==> src/rtl/mips_cpu_muldiv.sv <==
// Iterative MIPS multiply/divide unit owning the architectural HI/LO registers.
// Shift-add multiply and restoring divide on magnitudes, with sign fix-up in a final cycle.
//
// state | meaning
// IDLE  | waiting for start; MTHI/MTLO write here
// MUL   | one multiplier bit per cycle
// DIV   | one quotient bit per cycle
// FIX   | apply signs / divide-by-zero result, write hi/lo, pulse done
module mips_cpu_muldiv #(
  parameter int WIDTH = 32
) (
  input  logic             clk,
  input  logic             reset,
  input  logic             start,
  input  logic [5:0]       FuncCode,
  input  logic [WIDTH-1:0] a,
  input  logic [WIDTH-1:0] b,
  output logic             busy,
  output logic             done,
  output logic [WIDTH-1:0] hi,
  output logic [WIDTH-1:0] lo
);

  localparam int CW = $clog2(WIDTH);

  localparam logic [5:0] FC_MULT  = 6'b011000;
  localparam logic [5:0] FC_MULTU = 6'b011001;
  localparam logic [5:0] FC_DIV   = 6'b011010;
  localparam logic [5:0] FC_DIVU  = 6'b011011;
  localparam logic [5:0] FC_MTHI  = 6'b010001;
  localparam logic [5:0] FC_MTLO  = 6'b010011;

  typedef enum logic [1:0] {S_IDLE, S_MUL, S_DIV, S_FIX} state_t;

  state_t           state_q, state_d;
  logic [CW-1:0]    cnt_q, cnt_d;
  logic [WIDTH-1:0] acc_q, acc_d;     // product high half / partial remainder
  logic [WIDTH-1:0] wq_q, wq_d;       // multiplier->product low half / dividend->quotient
  logic [WIDTH-1:0] mcand_q, mcand_d; // multiplicand or divisor magnitude
  logic [WIDTH-1:0] araw_q, araw_d;
  logic             is_div_q, is_div_d;
  logic             negq_q, negq_d;
  logic             nega_q, nega_d;
  logic             bzero_q, bzero_d;
  logic [WIDTH-1:0] hi_q, hi_d;
  logic [WIDTH-1:0] lo_q, lo_d;
  logic             busy_q, busy_d;
  logic             done_q, done_d;

  logic [WIDTH-1:0]   abs_a, abs_b;
  logic               signed_op;
  logic [WIDTH:0]     sum;
  logic [WIDTH:0]     shifted;
  logic [2*WIDTH-1:0] prod;
  logic [WIDTH-1:0]   quo, rem;

  assign abs_a = a[WIDTH-1] ? (~a + 1'b1) : a;
  assign abs_b = b[WIDTH-1] ? (~b + 1'b1) : b;

  always_comb begin
    state_d   = state_q;
    cnt_d     = cnt_q;
    acc_d     = acc_q;
    wq_d      = wq_q;
    mcand_d   = mcand_q;
    araw_d    = araw_q;
    is_div_d  = is_div_q;
    negq_d    = negq_q;
    nega_d    = nega_q;
    bzero_d   = bzero_q;
    hi_d      = hi_q;
    lo_d      = lo_q;
    done_d    = 1'b0;
    signed_op = ~FuncCode[0];
    sum       = {1'b0, acc_q} + (wq_q[0] ? {1'b0, mcand_q} : '0);
    shifted   = {acc_q, wq_q[WIDTH-1]};
    prod      = {acc_q, wq_q};
    quo       = wq_q;
    rem       = acc_q;

    case (state_q)
      S_IDLE: begin
        if (start) begin
          case (FuncCode)
            FC_MULT, FC_MULTU, FC_DIV, FC_DIVU: begin
              state_d  = FuncCode[1] ? S_DIV : S_MUL;
              is_div_d = FuncCode[1];
              cnt_d    = CW'(WIDTH - 1);
              acc_d    = '0;
              wq_d     = signed_op ? abs_a : a;
              mcand_d  = signed_op ? abs_b : b;
              araw_d   = a;
              bzero_d  = (b == '0);
              negq_d   = signed_op & (a[WIDTH-1] ^ b[WIDTH-1]);
              nega_d   = signed_op & a[WIDTH-1];
            end
            FC_MTHI: hi_d = a;
            FC_MTLO: lo_d = a;
            default: ;
          endcase
        end
      end
      S_MUL: begin
        // multiplier sits in wq and shifts out as product bits shift in
        acc_d = sum[WIDTH:1];
        wq_d  = {sum[0], wq_q[WIDTH-1:1]};
        if (cnt_q == '0) state_d = S_FIX;
        else             cnt_d   = cnt_q - 1'b1;
      end
      S_DIV: begin
        if (shifted >= {1'b0, mcand_q}) begin
          acc_d = shifted[WIDTH-1:0] - mcand_q;
          wq_d  = {wq_q[WIDTH-2:0], 1'b1};
        end else begin
          acc_d = shifted[WIDTH-1:0];
          wq_d  = {wq_q[WIDTH-2:0], 1'b0};
        end
        if (cnt_q == '0) state_d = S_FIX;
        else             cnt_d   = cnt_q - 1'b1;
      end
      S_FIX: begin
        state_d = S_IDLE;
        done_d  = 1'b1;
        if (is_div_q) begin
          if (negq_q) quo = ~wq_q + 1'b1;
          if (nega_q) rem = ~acc_q + 1'b1;
          if (bzero_q) begin
            lo_d = '1;
            hi_d = araw_q;
          end else begin
            lo_d = quo;
            hi_d = rem;
          end
        end else begin
          if (negq_q) prod = ~{acc_q, wq_q} + 1'b1;
          hi_d = prod[2*WIDTH-1:WIDTH];
          lo_d = prod[WIDTH-1:0];
        end
      end
      default: state_d = S_IDLE;
    endcase

    busy_d = (state_d != S_IDLE);
  end

  always_ff @(posedge clk) begin
    if (reset) begin
      state_q  <= S_IDLE;
      cnt_q    <= '0;
      acc_q    <= '0;
      wq_q     <= '0;
      mcand_q  <= '0;
      araw_q   <= '0;
      is_div_q <= 1'b0;
      negq_q   <= 1'b0;
      nega_q   <= 1'b0;
      bzero_q  <= 1'b0;
      hi_q     <= '0;
      lo_q     <= '0;
      busy_q   <= 1'b0;
      done_q   <= 1'b0;
    end else begin
      state_q  <= state_d;
      cnt_q    <= cnt_d;
      acc_q    <= acc_d;
      wq_q     <= wq_d;
      mcand_q  <= mcand_d;
      araw_q   <= araw_d;
      is_div_q <= is_div_d;
      negq_q   <= negq_d;
      nega_q   <= nega_d;
      bzero_q  <= bzero_d;
      hi_q     <= hi_d;
      lo_q     <= lo_d;
      busy_q   <= busy_d;
      done_q   <= done_d;
    end
  end

  assign busy = busy_q;
  assign done = done_q;
  assign hi   = hi_q;
  assign lo   = lo_q;

endmodule

==> config.mk <==
export PLATFORM = sky130hd
export DESIGN_NAME = mips_cpu_muldiv
export DESIGN_NICKNAME = d
export VERILOG_FILES = /design/src/rtl/mips_cpu_muldiv.sv
export SDC_FILE = /design/constraint.sdc
export NUM_CORES = 1
export LEC_CHECK = 0
export CAP_MARGIN = 15
export CORE_MARGIN = 2
export CORE_UTILIZATION = 54
export DETAILED_ROUTE_END_ITERATION = 7
export GPL_ROUTABILITY_DRIVEN = 0
export PLACE_DENSITY = 0.83
export SETUP_SLACK_MARGIN = 0.1
export SLEW_MARGIN = 0
export SYNTH_ARGS = -nofsm -noshare
export SYNTH_HDL_FRONTEND = slang
export SYNTH_SLANG_ARGS = --single-unit
export TNS_END_PERCENT = 10
==> constraint.sdc <==
create_clock -name clk -period 3 [get_ports clk]
set_input_delay 0.6 -clock clk [delete_from_list [all_inputs] [get_ports clk]]
set_output_delay 0.6 -clock clk [all_outputs]
set_load 0.02 [all_outputs]
==> impl_metrics.xml <==
<?xml version="1.0" encoding="UTF-8"?>
<metrics>
  <group name="clocking">
    <metric name="clk_pin_slew_worst_paths" unit="ns">0.07</metric>
    <metric name="htreeDepth" unit="">1</metric>
    <metric name="clock_sink_count" unit="">205</metric>
    <metric name="clockRootBuffer" unit="">clkbuf_16</metric>
    <metric name="cts_hold_buf" unit="">0</metric>
    <metric name="number_of_buffers_between_clock_root_and_the_deepest_sink" unit="">3</metric>
    <metric name="tritoncts_clock_tree" unit="">built</metric>
    <metric name="cts_buffers" unit="">24</metric>
    <metric name="worst_skew_pair.late_latency" unit="ns">0.55</metric>
  </group>
  <group name="critical_path">
    <metric name="crit_chain" unit="">or4_4 &gt; or4_4 &gt; or4_4 &gt; buf_8 &gt; o41ai_4 &gt; xor2_1 &gt; o211ai_1 &gt; o211ai_1 &gt; a21oi_1</metric>
    <metric name="critical-path-top-cell-by-count" unit="">or4_4</metric>
    <metric name="worst_path_dominant_cell_family" unit="">simple AND/OR/NAND/NOR gates</metric>
    <metric name="reg2reg_slack" unit="ns">-0.11</metric>
    <metric name="rr_worst_depth" unit="">9</metric>
    <metric name="crit-reg2reg-launch" unit="">wq_q[18]</metric>
    <metric name="category_of_the_most_critical_setup_path" unit="">register to register</metric>
    <metric name="crit_path_max_incr_delay" unit="ns">0.65</metric>
    <metric name="worst-endpoint-required" unit="ns">3.46</metric>
    <metric name="worst_setup_path_end_kind" unit="">register</metric>
    <metric name="timing.critical_path.slowest_stage_cell" unit="">or4_4</metric>
    <metric name="critical_path.n_buffers_inverters" unit="">1</metric>
    <metric name="timing.rr.end" unit="">hi[3]</metric>
    <metric name="crit_cells" unit="">9</metric>
    <metric name="worstPathMaxFanout" unit="">8</metric>
    <metric name="timing.critical_path.from" unit="">wq_q[18]</metric>
    <metric name="startpoint_type" unit="">register</metric>
    <metric name="worst_ep_arrival_time" unit="ns">3.57</metric>
    <metric name="cp-endpoint" unit="">hi[3]</metric>
  </group>
  <group name="global_routing">
    <metric name="gr-usage-met1" unit="%">47.9</metric>
    <metric name="grt_antenna_before_repair" unit="">0</metric>
    <metric name="vias_in_the_first_global_route" unit="">18000</metric>
    <metric name="global_route.usage.met2" unit="%">59.9</metric>
    <metric name="grt_pass1_wl" unit="um">95500</metric>
    <metric name="globalRoute.totalOverflow" unit="">0</metric>
    <metric name="grt.met3_usage" unit="%">6.35</metric>
    <metric name="global_route.usage.total" unit="%">37.7</metric>
    <metric name="grt_most_used_layer" unit="">met2</metric>
    <metric name="grt_start_max_net_pins" unit="">88</metric>
  </group>
  <group name="sta">
    <metric name="postLayoutSetupSlackWorst" unit="ns">-0.112</metric>
    <metric name="finalWorstPathRequiredPeriod" unit="ns">3.11</metric>
    <metric name="final.hold.worst_slack" unit="ns">0.449</metric>
    <metric name="min_period_over_period" unit="%">104</metric>
    <metric name="setup-violations-final" unit="">15</metric>
    <metric name="fmaxAchievable" unit="MHz">321</metric>
    <metric name="timing_max_transition_violations_final" unit="">0</metric>
    <metric name="rsz0062_at_grt" unit="">true</metric>
    <metric name="final_hold_viol_count" unit="">0</metric>
    <metric name="fin_worst_skew" unit="ns">0.0273</metric>
    <metric name="slew_headroom" unit="%">42.9</metric>
    <metric name="worst_pin_slew" unit="ns">0.856</metric>
  </group>
  <group name="floorplanning">
    <metric name="die_w" unit="um">178</metric>
    <metric name="core_area" unit="um2">29800</metric>
    <metric name="fp.dieArea" unit="um2">31800</metric>
    <metric name="fp-row-count" unit="">63</metric>
    <metric name="floorplan.initialDensity" unit="%">55.1</metric>
    <metric name="pin_count" unit="">139</metric>
    <metric name="floorplan.die.height" unit="um">178</metric>
  </group>
  <group name="synthesis">
    <metric name="netlist.area_leader.share" unit="%">25.0</metric>
    <metric name="ys_seq_area_share" unit="%">25.0</metric>
    <metric name="mappedNetlistArea" unit="um2">16400</metric>
    <metric name="ys_warn_count" unit="">0</metric>
    <metric name="synth_area_per_cell" unit="um2">7.20</metric>
    <metric name="asyncSetResetFlopFracSynth" unit="%">0</metric>
    <metric name="ys_dominant_reg_cell" unit="">dfxtp_1</metric>
    <metric name="synthDominantAreaCellType" unit="">dfxtp_1</metric>
    <metric name="syn_nets" unit="">2427</metric>
    <metric name="postSynthRegisterBits" unit="">205</metric>
    <metric name="edff_count_synth" unit="">0</metric>
    <metric name="synthDistinctLibCells" unit="">75</metric>
    <metric name="main_area_contributors_after_synthesis" unit="">dfxtp_1 (25%), nand2_1 (7.7%), a21oi_1 (7.0%)</metric>
    <metric name="syn-instance-count" unit="">2278</metric>
  </group>
  <group name="detailed_routing">
    <metric name="drt-vias-per-instance" unit="">6.55</metric>
    <metric name="detail_route.first_pass.iterations" unit="">8</metric>
    <metric name="antenna_left" unit="">0</metric>
    <metric name="detail_route.drc_violations" unit="">0</metric>
    <metric name="drt_wl_total" unit="um">60800</metric>
    <metric name="post_drt_wl_per_cell" unit="um">20.5</metric>
    <metric name="detail_route.iter0.violations" unit="">2727</metric>
    <metric name="route.vias.total" unit="">19400</metric>
  </group>
  <group name="layout">
    <metric name="finish.instance_area" unit="um2">21000</metric>
    <metric name="areaGrowthSynthToFinish" unit="%">28.2</metric>
    <metric name="final_layout_size_suffix_gt1_share" unit="%">17.1</metric>
    <metric name="final_nets" unit="">2704</metric>
    <metric name="antenna_cells" unit="">0</metric>
    <metric name="layout.cells.non_filler" unit="">2962</metric>
  </group>
  <group name="place">
    <metric name="dp_hpwl" unit="um">44600</metric>
    <metric name="detailed_place.area" unit="um2">20000</metric>
    <metric name="port_buffers" unit="">138</metric>
    <metric name="post-place-cells" unit="">2910</metric>
  </group>
  <group name="power_and_ir_drop">
    <metric name="ir_drop" unit="V">0.000394</metric>
    <metric name="power_density" unit="nW/um2">495</metric>
    <metric name="totalPowerFinal" unit="mW">10.4</metric>
    <metric name="power.static_leakage" unit="nW">8.26</metric>
  </group>
  <group name="status">
    <metric name="status" unit="">complete, but fails checks</metric>
    <metric name="failed_checks" unit="">negative setup slack</metric>
  </group>
  <group name="hold_path">
    <metric name="timing.hold.worst.class" unit="">input pin to register</metric>
    <metric name="hold_start" unit="">reset</metric>
  </group>
  <group name="flow_run">
    <metric name="cap_viol_max_count" unit="">0</metric>
  </group>
</metrics>
## metal layers
layer,vias up,wire length [um]
met1,8885,22900
met2,1400,26100
met5,-,0
met3,326,7240
met4,0,4560
li1,8780,-
## per-stage QoR
step / TNS, ns / util (%) / setup slack [ns]
after detailed placement: -7.51 / 67.0 / -0.485
after global routing: -3.57 / 70.6 / -0.161
final: -0.614 / 70.6 / -0.112
after global placement: -5.22 / 67.0 / -0.470
after floorplan: -0.156 / - / -0.0279
after CTS: -0.252 / 70.4 / -0.0510
## state kept, by name, indices dropped and copies added (netlist names)
| name | flops |
|---|---|
| acc_q | 32 |
| araw_q | 32 |
| busy | 1 |
| bzero_q | 1 |
| cnt_q | 5 |
| done | 1 |
| hi | 32 |
| is_div_q | 1 |
| lo | 32 |
| mcand_q | 32 |
| nega_q | 1 |
| negq_q | 1 |
| state_q | 2 |
| wq_q | 32 |
## where the power goes
group / internal (mW) / switching (mW)
Combinational: 1.83 / 2.67
Sequential: 2.91 / 0.157
Clock: 1.55 / 1.28
## repair_timing
| item | 4_1_cts | 5_1_grt |
|---|---|---|
| gates resized for setup | 51 | 12 |
| setup endpoints to repair | 50 | 68 |
| setup buffers | 8 | 1 |
| pin swaps | 29 | 4 |
## cell families after synthesis
logic type | Yosys count | synth area share [%]
AND/OR/NAND/NOR | 775 | 21.4
multiplexers | 21 | 1.30
flip-flops | 205 | 25.0
XOR/XNOR | 196 | 10.5
AO/OA/AOI/OAI | 734 | 29.5
buffers and inverters | 271 | 6.36
adder cells (fa/ha/maj) | 76 | 5.89
## worst min path at each step
| stage | endpoint | slack (ns) | cells after the start |
|---|---|---|---|
| final | wq_q[1] | 0.45 | 2 |
| after global routing | wq_q[1] | 0.46 | 2 |
| after CTS | wq_q[1] | 0.45 | 2 |
| after detailed placement | lo[20] | 0.44 | 2 |
| after global placement | lo[15] | 0.44 | 2 |
| after floorplan | araw_q[3] | 0.43 | 2 |
## synth_stat cells (18+ instances only)
library cell and n:
nand2_1 335, a21oi_1 230, dfxtp_1 205, nor2_1 199, clkbuf_1 185, o21ai_0 108
xnor2_1 102, xor2_1 94, ha_1 74, o211ai_1 67, inv_1 64, a211oi_1 51
o221ai_1 47, a21o_1 36, nor3_1 34, nor4_1 34, a22oi_1 33, nand3_1 29
nand2b_1 23, o31ai_1 23, nand4_1 19, o41ai_1 19, a31oi_1 18, mux2i_1 18
or3_1 18, or4_1 18
## final cells by class
| type | instances | area [um2] |
|---|---|---|
| well taps | 390 | 488 |
| clock inverters | 10 | 60.1 |
| clock buffers | 33 | 666 |
| fillers | 2289 | 8760 |
| multi-input cells | 1802 | 11600 |
| inverters | 65 | 244 |
| repair buffers | 457 | 3880 |
| flip-flops and latches | 205 | 4110 |
## layout by cell type, fill, tap and decap left out, drive strengths merged, types with 18 or more instances in the layout
cell type	count
a211oi	51
a21o	36
a21oi	230
a22oi	33
a31oi	18
buf	320
clkbuf	33
clkdlybuf4s50	137
dfxtp	205
ha	74
inv	65
mux2i	18
nand2	335
nand2b	23
nand3	29
nand4	19
nor2	199
nor3	34
nor4	34
o211ai	67
o21ai	116
o221ai	47
o31ai	26
o41ai	21
or3	18
or4	20
xnor2	102
xor2	94
Note: power is estimated with default switching activity, not from simulation.
